===== src/rtl/view_pixel_pipeline_if.sv =====
// Board memory read port shared by the pixel pipeline and the board RAM.
// The pipeline drives the address; the RAM returns one word per read.
interface view_pixel_pipeline_if #(
  parameter int AW = 12,
  parameter int DW = 16
);
  logic [AW-1:0] addr_r_out;
  logic [DW-1:0] data_r_in;

  modport master (
    output addr_r_out,
    input  data_r_in
  );

  modport slave (
    input  addr_r_out,
    output data_r_in
  );
endinterface


===== src/rtl/view_pixel_pipeline.sv =====
// Raster-to-board-cell renderer: zoom, toroidal view, grid and cursor
// overlay, with sync/blank carried through a fixed-latency pipeline.
module view_pixel_pipeline #(
  parameter int          WORD_SIZE      = 16,
  parameter int          LOG_BOARD_SIZE = 8,
  parameter int          LOG_WORD_SIZE  = 4,
  parameter int          MEM_LATENCY    = 2,
  parameter int          SCREEN_W       = 1024,
  parameter int          SCREEN_H       = 768,
  parameter logic [11:0] ALIVE_COLOR    = 12'hFFF,
  parameter logic [11:0] DEAD_COLOR     = 12'h000,
  parameter logic [11:0] GRID_COLOR     = 12'h333,
  parameter logic [11:0] CURSOR_COLOR   = 12'hF00
) (
  input  logic                      clk_in,
  input  logic                      rst_in,
  input  logic [10:0]               hcount_in,
  input  logic [9:0]                vcount_in,
  input  logic                      hsync_in,
  input  logic                      vsync_in,
  input  logic                      blank_in,
  input  logic [LOG_BOARD_SIZE-1:0] view_x_in,
  input  logic [LOG_BOARD_SIZE-1:0] view_y_in,
  input  logic [LOG_BOARD_SIZE-1:0] cursor_x_in,
  input  logic [LOG_BOARD_SIZE-1:0] cursor_y_in,
  input  logic [1:0]                zoom_in,
  input  logic                      grid_en_in,
  view_pixel_pipeline_if.master     mem,
  output logic [11:0]               pix_out,
  output logic                      hsync_out,
  output logic                      vsync_out,
  output logic                      blank_out,
  output logic                      frame_done_out
);
  localparam int LB = LOG_BOARD_SIZE;
  localparam int LW = LOG_WORD_SIZE;
  localparam int ML = MEM_LATENCY;

  typedef struct packed {
    logic          hs;
    logic          vs;
    logic          bl;
    logic          last;
    logic          cur;
    logic          grid;
    logic [LW-1:0] idx;
  } side_t;

  localparam side_t IDLE = '{
    hs: 1'b1, vs: 1'b1, bl: 1'b1,
    last: 1'b0, cur: 1'b0, grid: 1'b0,
    idx: '0
  };

  logic [LB-1:0] sh_vx, sh_vy;
  logic [LB-1:0] sh_cx, sh_cy;
  logic [1:0]    sh_zoom;
  logic          sh_grid;

  logic          start;
  logic [LB-1:0] vx, vy;
  logic [LB-1:0] cur_x, cur_y;
  logic [1:0]    zoom;
  logic          grid_en;
  logic [LB-1:0] cx, cy;
  logic [2:0]    mask, ox, oy;
  logic          on_edge;
  side_t         s0;
  side_t         sp [ML+1];
  side_t         t;
  logic          alive;

  // The frame-start pixel already sees the config it is about to latch.
  always_comb begin
    start   = (hcount_in == '0) && (vcount_in == '0);
    vx      = start ? view_x_in   : sh_vx;
    vy      = start ? view_y_in   : sh_vy;
    cur_x   = start ? cursor_x_in : sh_cx;
    cur_y   = start ? cursor_y_in : sh_cy;
    zoom    = start ? zoom_in     : sh_zoom;
    grid_en = start ? grid_en_in  : sh_grid;

    cx   = vx + LB'(hcount_in >> zoom);
    cy   = vy + LB'(vcount_in >> zoom);
    mask = 3'((4'd1 << zoom) - 4'd1);
    ox   = hcount_in[2:0] & mask;
    oy   = vcount_in[2:0] & mask;

    on_edge = (ox == '0) || (ox == mask) ||
              (oy == '0) || (oy == mask);

    s0.hs   = hsync_in;
    s0.vs   = vsync_in;
    s0.bl   = blank_in;
    s0.last = (hcount_in == 11'(SCREEN_W - 1)) &&
              (vcount_in == 10'(SCREEN_H - 1));
    s0.cur  = (cx == cur_x) && (cy == cur_y) && on_edge;
    s0.grid = grid_en && (zoom >= 2'd2) &&
              ((ox == '0) || (oy == '0));
    s0.idx  = cx[LW-1:0];

    t     = sp[ML];
    alive = mem.data_r_in[t.idx];
  end

  always_ff @(posedge clk_in) begin
    if (!rst_in) begin
      sh_vx          <= '0;
      sh_vy          <= '0;
      sh_cx          <= '0;
      sh_cy          <= '0;
      sh_zoom        <= '0;
      sh_grid        <= 1'b0;
      mem.addr_r_out <= '0;
      for (int k = 0; k <= ML; k++) sp[k] <= IDLE;
      pix_out        <= '0;
      hsync_out      <= 1'b1;
      vsync_out      <= 1'b1;
      blank_out      <= 1'b1;
      frame_done_out <= 1'b0;
    end else begin
      if (start) begin
        sh_vx   <= view_x_in;
        sh_vy   <= view_y_in;
        sh_cx   <= cursor_x_in;
        sh_cy   <= cursor_y_in;
        sh_zoom <= zoom_in;
        sh_grid <= grid_en_in;
      end
      mem.addr_r_out <= {cy, cx[LB-1:LW]};
      sp[0] <= s0;
      for (int k = 1; k <= ML; k++) sp[k] <= sp[k-1];
      hsync_out      <= t.hs;
      vsync_out      <= t.vs;
      blank_out      <= t.bl;
      frame_done_out <= t.last;
      if (t.bl)
        pix_out <= 12'h000;
      else if (t.cur)
        pix_out <= CURSOR_COLOR;
      else if (alive)
        pix_out <= ALIVE_COLOR;
      else if (t.grid)
        pix_out <= GRID_COLOR;
      else
        pix_out <= DEAD_COLOR;
    end
  end
endmodule


===== src/flat_wrapper.sv =====
// flat-port wrapper written by rule: the top's interface ports become plain ports
module view_pixel_pipeline_flat 
#(
  parameter int          WORD_SIZE      = 16,
  parameter int          LOG_BOARD_SIZE = 8,
  parameter int          LOG_WORD_SIZE  = 4,
  parameter int          MEM_LATENCY    = 2,
  parameter int          SCREEN_W       = 1024,
  parameter int          SCREEN_H       = 768,
  parameter logic [11:0] ALIVE_COLOR    = 12'hFFF,
  parameter logic [11:0] DEAD_COLOR     = 12'h000,
  parameter logic [11:0] GRID_COLOR     = 12'h333,
  parameter logic [11:0] CURSOR_COLOR   = 12'hF00
)
  (clk_in, rst_in, hcount_in, vcount_in, hsync_in, vsync_in, blank_in, view_x_in, view_y_in, cursor_x_in, cursor_y_in, zoom_in, grid_en_in, pix_out, hsync_out, vsync_out, blank_out, frame_done_out, mem_addr_r_out, mem_data_r_in);
  view_pixel_pipeline_if #(.AW(12), .DW(16)) mem_i ();
  input  logic clk_in;
  input  logic rst_in;
  input  logic [10:0] hcount_in;
  input  logic [9:0] vcount_in;
  input  logic hsync_in;
  input  logic vsync_in;
  input  logic blank_in;
  input  logic [LOG_BOARD_SIZE-1:0] view_x_in;
  input  logic [LOG_BOARD_SIZE-1:0] view_y_in;
  input  logic [LOG_BOARD_SIZE-1:0] cursor_x_in;
  input  logic [LOG_BOARD_SIZE-1:0] cursor_y_in;
  input  logic [1:0] zoom_in;
  input  logic grid_en_in;
  output logic [11:0] pix_out;
  output logic hsync_out;
  output logic vsync_out;
  output logic blank_out;
  output logic frame_done_out;
  output wire logic [$bits(mem_i.addr_r_out)-1:0] mem_addr_r_out;
  input wire logic [$bits(mem_i.data_r_in)-1:0] mem_data_r_in;
  assign mem_addr_r_out = mem_i.addr_r_out;
  assign mem_i.data_r_in = mem_data_r_in;
  view_pixel_pipeline #(.WORD_SIZE(WORD_SIZE), .LOG_BOARD_SIZE(LOG_BOARD_SIZE), .LOG_WORD_SIZE(LOG_WORD_SIZE), .MEM_LATENCY(MEM_LATENCY), .SCREEN_W(SCREEN_W), .SCREEN_H(SCREEN_H), .ALIVE_COLOR(ALIVE_COLOR), .DEAD_COLOR(DEAD_COLOR), .GRID_COLOR(GRID_COLOR), .CURSOR_COLOR(CURSOR_COLOR)) u_core (.clk_in(clk_in), .rst_in(rst_in), .hcount_in(hcount_in), .vcount_in(vcount_in), .hsync_in(hsync_in), .vsync_in(vsync_in), .blank_in(blank_in), .view_x_in(view_x_in), .view_y_in(view_y_in), .cursor_x_in(cursor_x_in), .cursor_y_in(cursor_y_in), .zoom_in(zoom_in), .grid_en_in(grid_en_in), .mem(mem_i), .pix_out(pix_out), .hsync_out(hsync_out), .vsync_out(vsync_out), .blank_out(blank_out), .frame_done_out(frame_done_out));
endmodule

===== config.mk =====
export PLATFORM = sky130hd
export DESIGN_NAME = view_pixel_pipeline_flat
export DESIGN_NICKNAME = d
export VERILOG_FILES = /design/src/rtl/view_pixel_pipeline_if.sv /design/src/rtl/view_pixel_pipeline.sv /design/src/flat_wrapper.sv
export SDC_FILE = /design/constraint.sdc
export NUM_CORES = 1
export LEC_CHECK = 0
export ABC_AREA = 0
export BUFFER_PORTS_ARGS = -buffer_cell sky130_fd_sc_hd__buf_2
export CORE_ASPECT_RATIO = 0.8
export CORE_UTILIZATION = 53
export CTS_CLUSTER_DIAMETER = 40
export DETAILED_ROUTE_END_ITERATION = 12
export PLACE_DENSITY = 0.89
export SYNTH_ARGS = -nofsm -noshare
export SYNTH_HDL_FRONTEND = slang
export SYNTH_SLANG_ARGS = --single-unit

===== constraint.sdc =====
create_clock -name clk_in -period 6.9 [get_ports clk_in]
set_input_delay 1.38 -clock clk_in [delete_from_list [all_inputs] [get_ports clk_in]]
set_output_delay 1.38 -clock clk_in [all_outputs]
set_load 0.02 [all_outputs]

== Word-level counts from Yosys, hierarchy flattened ==
Memory sizes are Yosys's and may differ from the RTL's.
Index checks and enable logic that the tools add are counted.

* Bits in registers: 63
* Bits in writable memories: 30
* Memories kept: 1
* Logic and storage cells: 66
* Output and inout port bits: 28

{| class="wikitable"
|+ Memory list
! name !! depth !! bits a word !! rd ports !! clocked after Yosys merged registers in !! wr ports !! line !! RTL
|-
| u_core.sp || 3 || 10 || 3 || 0 || 3 || view_pixel_pipeline.sv:69 || <nowiki>side_t sp [ML+1];</nowiki>
|}

* Shifts and indexed selects: 3
* Add/subtract/negate cells: 3
* Reductions and logical operators: 16
* Mux-type cells: 16
* $lt $le $gt $ge: 2
* Equality and inequality tests: 6
* Bitwise operators: 6

{| class="wikitable"
|+ Operators with widths
! kind !! number
|-
| 2-to-1 mux 10 bit || 4
|-
| 2-to-1 mux 8 bit || 4
|-
| 2-to-1 mux 12 bit || 2
|-
| adder 8 bit || 2
|-
| equality test 8 bit || 2
|-
| equality test 11 x 10 -> 1 bit, second input constant || 1
|-
| logical NOT 11 bit || 1
|-
| >> shifter 11 x 2 -> 8 bit || 1
|-
| equality test 10 bit, second input constant || 1
|-
| logical NOT 10 bit || 1
|-
| >> shifter 10 x 2 -> 8 bit || 1
|-
| bitwise AND 3 bit || 2
|-
| equality test 3 bit || 2
|-
| logical AND 1 bit || 6
|-
| logical NOT 3 bit || 2
|-
| less-than comparator 4 x 5 -> 1 bit, second input constant || 1
|-
| binary-select mux 1 bit (select 4 bit) || 1
|-
| logical OR 1 bit || 4
|-
| 2-to-1 mux 1 bit || 4
|-
| bitwise OR 1 bit || 3
|-
| OR reduction 3 bit || 1
|-
| << shifter 1 x 2 -> 3 bit, first input constant || 1
|-
| subtractor 3 x 1 -> 3 bit, second input constant || 1
|-
| >= comparator 2 bit, second input constant || 1
|-
| 3 further kinds || 3
|}

== Logic depth before layout (Yosys ltp) ==
* Depth after elaboration: 12
* Mapped depth: 20
* Mapped depth without buffers: 17

== Worst setup path before layout ==
Ideal clock, no wire load.

* Path type: input-to-reg
* From: input port hcount_in[7]
* To: memory u_core.sp[0][5] in the netlist's numbering
* Slack: 0.999 ns
* Data arrival time: 5.840 ns
* Buffers on the path: 2
* Stages: 17
* Cell sequence: nor4_1 nand4_1 nor2_1 mux2i_1 clkbuf_1 clkbuf_1 mux2i_1 ha_1 inv_1 fa_1 xor2_1 xnor2_1 a2111oi_0 o221ai_1 or4_1 nor4_1 and4_1

{| class="wikitable"
|+ RTL lines
! element !! line !! RTL
|-
| start, declared || flat_wrapper.sv:19 || <nowiki>input logic [10:0] hcount_in;</nowiki>
|-
| end, declared || view_pixel_pipeline.sv:69 ||
|}

==> summary.txt <==
Cells and area
  • Layout cells sized above 1: 28.38%
  • Synth-to-layout area growth: 18.42%
  • Diode count: 0
  • Final nets: 601

Timing
  • Worst Skew: 0.01399 ns
  • Final Hold Violating Endpoints: 0
  • Slew HR: 62.50%
  • TNS Setup: 0 ns
  • Fmax: 0.1725 GHz
  • Worst Tran Pin Value: 0.5483 ns
  • Final-report max-slew violation count: 0
  • RSZ-0062 raised after global routing: false
  • Tcrit/Tclk final: 84.03%
  • # setup viols final: 0
  • Minimum clock period: 5.798 ns

Placed design
  • Port Buffers: 104
  • RePlAce Congestion: 0.8959
  • Post-DP HPWL: 7493 um

Yosys
  • Mapped Avg Cell Area: 10.12 um2
  • Synthesized Nets: 505
  • Synth Instances: 410
  • Synth area leaders: dfxtp_1 41%, mux2i_1 11%, and2_1 6.6%
  • Yosys top cell area share: 41.00%
  • Synth Warn #: 0
  • Most used flip-flop cell after synthesis: dfxtp_1
  • Seq/Total Area, Yosys: 41.00%
  • Cell taking the most area after synthesis: dfxtp_1
  • Flops & latches, synth: 85
  • Post-Synthesis Cell Area: 4150 um2
  • EDFF count, synth: 0
  • Top-count cell post-synth: dfxtp_1
  • Async SR Flop Fraction: 0%
  • Synth cell types: 49
  • Post-synth top cells: 85 x dfxtp_1, 46 x mux2i_1, 44 x and2_1, 39 x nor2_1, 17 x xor2_1

Drt
  • Final routed DRC violation total: 0
  • Routed vias: 3345
  • Final wirelength: 9845 um
  • Avg WL per Cell: 15.98 um
  • Pre-antenna DRT Iters: 4
  • 1st-iter DRT viols: 240
  • Via/cell ratio: 5.430
  • Antenna-violating nets left: 0

Floorplanning
  • Chip width: 100.9 um
  • # rows: 28
  • # IOs: 105
  • Die ar.: 8191 um2
  • Die height: 81.15 um
  • Initial Util: 55.36%
  • Total core area: 7497 um2

Worst setup path
  • Slowest CP cell: mux2i_2
  • Bufs and invs on worst path: 3
  • CP Launch Point: vcount_in[7]
  • Max FO, Critical Path: 18
  • Worst reg2reg path startpoint: u_core.sh_zoom[1]
  • Crit-path cells: buf_2 -> nor4_1 -> nand4_1 -> nor2_1 -> buf_4 -> mux2i_2 -> buf_4 -> mux2i_1 -> ha_1 -> xor2_1 -> xnor2_1 -> a2111oi_0 -> o221ai_1 -> or4_1 -> nor4_1 -> and4_1
  • Crit path max-delay family: simple AND/OR/NAND/NOR gates
  • CP Data Arrival Time: 6.11 ns
  • Worst setup EP type: flip-flop
  • Kind of critical path: in -> reg
  • Slowest cell delay on critical path: 0.54 ns
  • Worst Path Required: 7.21 ns
  • Critical Path Start Type: primary input

Global routing
  • Initial antenna violation count: 0
  • First-pass GRT wire length: 15600 um
  • Vias in the first global route: 3305
  • GR Util All Layers: 25.34%
  • Gr ovfl total: 0
  • Largest net degree at the start of global routing: 52

Power and ir drop
  • Power, Total: 942.7 uW
  • Worst VDD drop: 0.0001133 V
  • Leakage: 0.002448 uW
  • Pwr dens: 191.8 nW/um2

CTS
  • Total setup buffers inserted after CTS: 0
  • CTS Sinks: 85
  • # resized after CTS: 0
  • Clock Pin Slew Worst Setup and Hold Paths: 0.10 ns
  • Cts-stage hold buffer count: 0
  • Worst-Skew Late Latency: 0.36 ns
  • Clk buf depth: 2
  • TritonCTS clock tree: built
  • CTS HTree Levels: 3
  • CTS buffer count: 9
  • Root buffer cell: clkbuf_8

Worst hold path
  • Hold Startpoint: u_core.sp[0][17]
  • Worst hold path class: reg -> reg

Run status
  • Status: finished clean

Run
  • Maxcap violations: 0
[path summary, 6_finish.rpt]
check	end	slack, ns	depth (start not counted)
worst min register to register	u_core.sp[0][27]	0.41	1
worst max-delay path	u_core.sp[0][5]	1.10	16
worst max register to register	u_core.sp[0][5]	2.75	11
worst min-delay path	u_core.sp[0][27]	0.41	1
[cell families after synthesis]
kind of cell,synth area share (%)
AOI/OAI and AO/OA,6.482
DFF,41.00
muxes,17.94
adders and majority gates,5.788
and+or+nand+nor,17.33
xor gates and xnor gates,7.326
buffers and inverters,4.130
[metrics by stage]
stage,setup slack (ns),hold slack [ns],utilization (%),std cells,area (um2)
2_1_floorplan,0.9988,0.3863,-,410,4150
3_3_place_gp,1.370,0.3902,62.92,600,4717
3_5_place_dp,0.8700,0.3954,62.92,600,4717
4_1_cts,1.207,0.4172,65.55,616,4915
5_1_grt,0.7500,0.4268,65.55,616,4915
6_report,1.102,0.4119,65.55,616,4915
[power breakdown]
group          internal (uW)  switching [uW]  total, uW
registers                499            2.62        502
logic                   42.6            52.1       94.7
clock network            143             203        346
[placed cells by master, fill, tap and decap left out, types with 6 or more instances in the layout]
cell	n
ha_1	16
dfxtp_1	85
mux2i_1	45
buf_2	104
nand2_1	15
a211oi_1	6
inv_1	8
nand4_1	8
nor2_1	39
nand2b_1	13
clkbuf_8	9
a21oi_1	13
xor2_1	17
and2_1	44
xnor2_1	10
mux2_2	7
buf_4	6
[registers in the layout (all words and copies together), names as in the netlist, 2 cells and up]
signal,cells
u_core.sh_vx,8
u_core.sh_vy,8
u_core.pix_out,4
u_core.sh_zoom,2
u_core.mem.addr_r_out,12
u_core.sp,30
u_core.sh_cy,8
u_core.sh_cx,8
[area by class of cell]
| class | count | area (um2) |
|---|---|---|
| clock buffer | 9 | 123.9 |
| timing repair buffer | 110 | 565.5 |
| multi-input combinational | 290 | 2281 |
| sequential | 85 | 1702 |
| tap | 105 | 131.4 |
| inverter | 10 | 37.54 |
| fill | 618 | 2582 |
| clock inverter | 7 | 73.82 |
[layer usage]
metal / part of all wire (%) / up-vias / global-route usage, %
li1: - / 1595 / -
met1: 44 / 1589 / 32.58
met2: 47 / 141 / 42.40
met3: 7.2 / 20 / 5.164
met4: 2.1 / 0 / 9.565
met5: 0 / - / 0
No activity file was read; power rests on OpenSTA's default activity.
